--- src/rtl/decode.sv ---
// RV32I first decode stage (de0 -> de1): one raw instruction in, one registered micro-op out.
// The instr package carries the instruction/micro-op layouts and is shared with rename/execute.
package instr;

  typedef enum logic [6:0] {
    OP_LOAD     = 7'b0000011,
    OP_MISC_MEM = 7'b0001111,
    OP_ALU_I    = 7'b0010011,
    OP_AUIPC    = 7'b0010111,
    OP_STORE    = 7'b0100011,
    OP_ALU_R    = 7'b0110011,
    OP_LUI      = 7'b0110111,
    OP_BRANCH   = 7'b1100011,
    OP_JALR     = 7'b1100111,
    OP_JAL      = 7'b1101111,
    OP_SYSTEM   = 7'b1110011
  } t_opcode;

  typedef enum logic [5:0] {
    UOP_ADD, UOP_SUB, UOP_SLL, UOP_SLT, UOP_SLTU, UOP_XOR, UOP_SRL, UOP_SRA, UOP_OR, UOP_AND,
    UOP_LUI, UOP_AUIPC, UOP_JAL, UOP_JALR, UOP_BR,
    UOP_LD, UOP_ST,
    UOP_FENCE, UOP_SYSTEM,
    UOP_ILLEGAL
  } t_uop;

  typedef struct packed {
    logic [6:0] funct7;
    logic [4:0] rs2;
    logic [4:0] rs1;
    logic [2:0] funct3;
    logic [4:0] rd;
    logic [6:0] opcode;
  } t_rv_instr;

  typedef struct packed {
    logic        valid;
    logic        illegal;
    t_uop        uop;
    logic [2:0]  funct3;
    logic [4:0]  rd;
    logic [4:0]  rs1;
    logic [4:0]  rs2;
    logic        rd_we;
    logic        rs1_re;
    logic        rs2_re;
    logic [31:0] imm;
  } t_uinstr;

endpackage

module decode
  import instr::*;
(
  input  logic      clk,
  input  logic      reset,
  input  logic      valid_de0,
  input  t_rv_instr instr_de0,
  output t_uinstr   uinstr_de1
);

  // alt selects the funct7=0100000 variant (SUB/SRA); callers only set it for funct3 0 or 5.
  function automatic t_uop alu_uop(input logic [2:0] f3, input logic alt);
    case (f3)
      3'd0:    alu_uop = alt ? UOP_SUB : UOP_ADD;
      3'd1:    alu_uop = UOP_SLL;
      3'd2:    alu_uop = UOP_SLT;
      3'd3:    alu_uop = UOP_SLTU;
      3'd4:    alu_uop = UOP_XOR;
      3'd5:    alu_uop = alt ? UOP_SRA : UOP_SRL;
      3'd6:    alu_uop = UOP_OR;
      default: alu_uop = UOP_AND;
    endcase
  endfunction

  logic [31:0] raw;
  logic [31:0] imm_i;
  logic [31:0] imm_s;
  logic [31:0] imm_b;
  logic [31:0] imm_u;
  logic [31:0] imm_j;
  logic        ill;
  logic        f7_zero;
  logic        f7_alt;
  t_uinstr     dec;

  assign raw     = instr_de0;
  assign imm_i   = {{20{raw[31]}}, raw[31:20]};
  assign imm_s   = {{20{raw[31]}}, raw[31:25], raw[11:7]};
  assign imm_b   = {{19{raw[31]}}, raw[31], raw[7], raw[30:25], raw[11:8], 1'b0};
  assign imm_u   = {raw[31:12], 12'b0};
  assign imm_j   = {{11{raw[31]}}, raw[31], raw[19:12], raw[20], raw[30:21], 1'b0};
  assign f7_zero = (instr_de0.funct7 == 7'b0000000);
  assign f7_alt  = (instr_de0.funct7 == 7'b0100000);

  always_comb begin
    dec        = '0;
    dec.valid  = 1'b1;
    dec.funct3 = instr_de0.funct3;
    dec.rd     = instr_de0.rd;
    dec.rs1    = instr_de0.rs1;
    dec.rs2    = instr_de0.rs2;
    dec.uop    = UOP_ILLEGAL;
    ill        = 1'b0;

    case (instr_de0.opcode)
      OP_ALU_R: begin
        dec.rd_we  = 1'b1;
        dec.rs1_re = 1'b1;
        dec.rs2_re = 1'b1;
        if (f7_zero)
          dec.uop = alu_uop(instr_de0.funct3, 1'b0);
        else if (f7_alt && (instr_de0.funct3 == 3'd0 || instr_de0.funct3 == 3'd5))
          dec.uop = alu_uop(instr_de0.funct3, 1'b1);
        else
          ill = 1'b1;
      end
      OP_ALU_I: begin
        dec.rd_we  = 1'b1;
        dec.rs1_re = 1'b1;
        dec.imm    = imm_i;
        // Shift-immediates reuse funct7 as a qualifier; other ALU-I ops treat it as immediate.
        case (instr_de0.funct3)
          3'd1:    if (f7_zero) dec.uop = UOP_SLL; else ill = 1'b1;
          3'd5: begin
            if (f7_zero)     dec.uop = UOP_SRL;
            else if (f7_alt) dec.uop = UOP_SRA;
            else             ill = 1'b1;
          end
          default: dec.uop = alu_uop(instr_de0.funct3, 1'b0);
        endcase
      end
      OP_LUI: begin
        dec.uop   = UOP_LUI;
        dec.rd_we = 1'b1;
        dec.imm   = imm_u;
      end
      OP_AUIPC: begin
        dec.uop   = UOP_AUIPC;
        dec.rd_we = 1'b1;
        dec.imm   = imm_u;
      end
      OP_JAL: begin
        dec.uop   = UOP_JAL;
        dec.rd_we = 1'b1;
        dec.imm   = imm_j;
      end
      OP_JALR: begin
        dec.uop    = UOP_JALR;
        dec.rd_we  = 1'b1;
        dec.rs1_re = 1'b1;
        dec.imm    = imm_i;
        ill        = (instr_de0.funct3 != 3'd0);
      end
      OP_BRANCH: begin
        dec.uop    = UOP_BR;
        dec.rs1_re = 1'b1;
        dec.rs2_re = 1'b1;
        dec.imm    = imm_b;
        ill        = (instr_de0.funct3 == 3'd2 || instr_de0.funct3 == 3'd3);
      end
      OP_LOAD: begin
        dec.uop    = UOP_LD;
        dec.rd_we  = 1'b1;
        dec.rs1_re = 1'b1;
        dec.imm    = imm_i;
        ill        = (instr_de0.funct3 == 3'd3 || instr_de0.funct3 > 3'd5);
      end
      OP_STORE: begin
        dec.uop    = UOP_ST;
        dec.rs1_re = 1'b1;
        dec.rs2_re = 1'b1;
        dec.imm    = imm_s;
        ill        = (instr_de0.funct3 > 3'd2);
      end
      OP_MISC_MEM: dec.uop = UOP_FENCE;
      OP_SYSTEM: begin
        dec.uop = UOP_SYSTEM;
        dec.imm = imm_i;
      end
      default: ill = 1'b1;
    endcase

    if (ill) begin
      dec.illegal = 1'b1;
      dec.uop     = UOP_ILLEGAL;
      dec.rd_we   = 1'b0;
      dec.rs1_re  = 1'b0;
      dec.rs2_re  = 1'b0;
      dec.imm     = '0;
    end

    if (instr_de0.rd == 5'd0)
      dec.rd_we = 1'b0;
  end

  // Idle cycles only drop valid; the payload keeps its last decoded value.
  always_ff @(posedge clk or posedge reset) begin
    if (reset)
      uinstr_de1 <= '0;
    else if (valid_de0)
      uinstr_de1 <= dec;
    else
      uinstr_de1.valid <= 1'b0;
  end

endmodule

--- config.mk ---
export PLATFORM = sky130hd
export DESIGN_NAME = decode
export DESIGN_NICKNAME = d
export VERILOG_FILES = /design/src/rtl/decode.sv
export SDC_FILE = /design/constraint.sdc
export NUM_CORES = 1
export LEC_CHECK = 0
export CAP_MARGIN = 0
export CORE_AREA = 2 2 101 74
export CTS_CLUSTER_DIAMETER = 150
export DETAILED_ROUTE_END_ITERATION = 6
export DIE_AREA = 0 0 103 76
export HOLD_SLACK_MARGIN = 0.05
export PLACE_DENSITY = 0.83
export SETUP_SLACK_MARGIN = 0.5
export SKIP_CTS_REPAIR_TIMING = 1
export SYNTH_ARGS = -nofsm -noshare
export SYNTH_HDL_FRONTEND = slang
export SYNTH_SLANG_ARGS = --single-unit
--- constraint.sdc ---
create_clock -name clk -period 2.47 [get_ports clk]
set_clock_uncertainty 0.1 [all_clocks]
set_input_delay 0.741 -clock clk [delete_from_list [all_inputs] [get_ports clk]]
set_output_delay 0.741 -clock clk [all_outputs]
set_load 0.01 [all_outputs]
==> flow_summary.ini, run 1 <==
[drt]
remaining_drc_errors = 0
wl_um = 12500
vias = 3355
detail-route-antenna-nets = 0
drtIter0Drc = 225
first_pass_iters = 5
routed_via_density = 5.80
wl_per_cell_um = 21.6

[yosys]
syn_area_per_cell_um2 = 10.5
synth_cell_types = 57
synth_top_cell_area_share_pct = 47.5
syn_nets = 336
synth_cells = 301
yosysMostFrequentCell = dfrtp_1
yosysWarningCount = 0
synth-edff-count = 0
async_flop_share_pct = 100
syn_area_mm2 = 0.00316
synth-seq-cells = 60
synth_top_area_cell = dfrtp_1
ys_top_cells_by_area = dfrtp_1, o2bb2ai_1, mux2_2, a21oi_1, nand3_1
synthTopCellsByCount = dfrtp_1, o2bb2ai_1, a21oi_1
ys_seq_area_share_pct = 47.5
synth_ff_type = dfrtp_1

[run]
maxCapViolCount = 0

[cts]
cts_buffers = 9
cts_tree = yes
path_clk_slew_ns = 0.07
cts.sink_count = 60
clock_path_buffers = 2
insertion_delay_ns = 0.34
root_buffer = clkbuf_8
cts_max_level = 3

[setup_path]
cp_data_required_time_ns = 2.62
reg2reg_slack_ns = 1.55
max_stage_delay_ns = 0.34
critical_path_arrival_ns = 2.38
cp-end-kind = flop
crit_slowest_cell = nor4_4
cp_max_fo = 5
path_common_cell = buf_6
path_cells = buf_8 -> nor4_4 -> buf_6 -> a31oi_4 -> o22ai_2 -> buf_4 -> o21ai_4 -> buf_12 -> buf_6 -> o32ai_4
start_kind = input port
crit_type = in -> reg

[power]
p_int_w = 0.00188
combPwrFrac_pct = 23.6
fin_total_pwr_w = 0.00260
p_seq_share_pct = 40.8
switching_share_pct = 27.7
clockPowerShare_pct = 35.6
vdd_drop_max_mv = 0.363
power.leakage_nw = 3.20
switchingPower_w = 0.000719
powerDensity_mw_per_mm2 = 452

[die]
fp-row-count = 26
dieWidth_um = 103
core_area_mm2 = 0.00696
io_pins = 96
die_area_mm2 = 0.00783
start_util_pct = 45.4
fp.dieH_um = 76

[layout]
fin_nets = 511
largest_reg_flops = 60
area_growth_pct = 82.1
top_regs = uinstr_de1: 60 flops
top_register = uinstr_de1
drive_above_1_share_pct = 42.3
antenna_cells = 0

[hold_path]
min_path_type = reg -> reg

[grt]
grt_max_degree = 53
grt_usage_pct = 27.5
grt_pass1_wl_um = 16400
grt_overflow = 0
antenna_found_initial = 0
grt_pass1_vias = 3123

[sta]
worst_slew_pin_slew_ns = 0.510
whs_ns = 0.389
maxSlewViolCount = 0
fmax_mhz = 448
rsz0062_at_grt = true
min_period_ns = 2.23
maxSlewHeadroom_pct = 66.0
layout_worst_path_cycle_share_pct = 90.4
hold_violations = 0
setup_viol = 0

[placed_design]
post-dp-hpwl_um = 7850
gp_congestion = 1.01
portBuffers = 94

[outcome]
status = complete, no violations
-- worst max-delay path, delay by kind of cell --
| family | cells | cell delay, ns |
|---|---|---|
| buffers and inverters | 5 | 0.71 |
| AOI/OAI and AO/OA | 4 | 0.58 |
| and+or+nand+nor | 1 | 0.34 |
-- metal layers --
layer  wire (um)  vias to the layer above  global-route usage [%]  share of wire, %
met2        5890                      187                    40.2                47
met3        1040                       28                    7.06               8.3
met5           0                        -                       0                 0
li1            -                     1502                       -                 -
met4         226                        0                    7.76               1.8
met1        5320                     1638                    40.3                43
-- power groups by stage --
stage	logic (W)	registers, W	clock network [W]
final	0.000613	0.00106	0.000926
after global routing	0.000647	0.00106	0.000973
after detailed placement	0.000528	0.00107	0
after CTS	0.000529	0.00106	0.000926
after floorplan	0.000207	0.00109	0
after global placement	0.000520	0.00107	0
-- path summary, 6_finish.rpt --
check	end	start	cells past startpoint
setup / recovery	uinstr_de1[56]	instr_de0[25]	10
hold / removal	uinstr_de1[18]	uinstr_de1[18]	1
setup reg to reg	uinstr_de1[49]	uinstr_de1[49]	1
hold reg to reg	uinstr_de1[18]	uinstr_de1[18]	1
max in group asynchronous	uinstr_de1[56]	reset	3
min in group asynchronous	uinstr_de1[43]	reset	2
-- stage by stage --
step	cells	setup TNS, ns	utilization (%)	area [um2]	setup slack (ns)
after CTS	563	-1.08	71.7	4990	-0.0663
after global placement	548	-12.80	68.8	4790	-0.393
after detailed placement	548	-15.09	68.8	4790	-0.421
after floorplan	301	0	-	3290	0.420
after global routing	578	0	82.6	5750	0.173
final	578	0	82.6	5750	0.238
-- placed cells by master, fill, tap and decap left out, types with 3 or more instances in the layout --
master	instances
and3_1	3
a22oi_1	5
clkdlybuf4s50_1	15
buf_4	77
buf_2	3
dlymetal6s2s_1	71
o2bb2ai_1	4
mux2_2	18
o32ai_2	3
o21ai_1	3
o21ai_0	8
buf_6	11
nand2_2	4
o2bb2ai_2	20
nand3_1	15
o211ai_1	4
inv_1	6
nand2_1	12
clkbuf_2	4
o2bb2ai_4	8
nor2_1	7
dfrtp_1	60
and2_1	4
a21oi_1	27
nand2b_1	6
clkbuf_8	12
o21ai_2	4
-- logic make-up (layout without fill, tap and decap cells) --
family	count (synthesis)	in the layout	synth area share, %
AOI/OAI and AO/OA	114	115	27.2
and+or+nand+nor	73	73	13.4
DFF	60	60	47.5
buffers and inverters	33	211	4.79
muxes	18	18	6.42
xor gates and xnor gates	2	2	0.555
other	1	1	0.119
-- cell type report --
class	instances	area [um2]
clock inverters	1	30.0
multi-input cells	209	2010
well taps	98	123
fillers	410	1210
clock buffers	14	173
inverters	9	37.5
repair buffers	187	1880
flip-flops and latches	60	1500
(Power assumes the default switching activity.)
==> run 2: changes to the inputs <==
--- a/config.mk
+++ b/config.mk
@@ -5,6 +5,7 @@
 export SDC_FILE = /design/constraint.sdc
 export NUM_CORES = 1
 export LEC_CHECK = 0
+export ABC_CLOCK_PERIOD_IN_PS = 2470
 export CAP_MARGIN = 0
 export CORE_AREA = 2 2 101 74
 export CTS_CLUSTER_DIAMETER = 150
==> results of run 2 <==
Same layout as run 1: the final DEF is identical, and so are final timing and power.
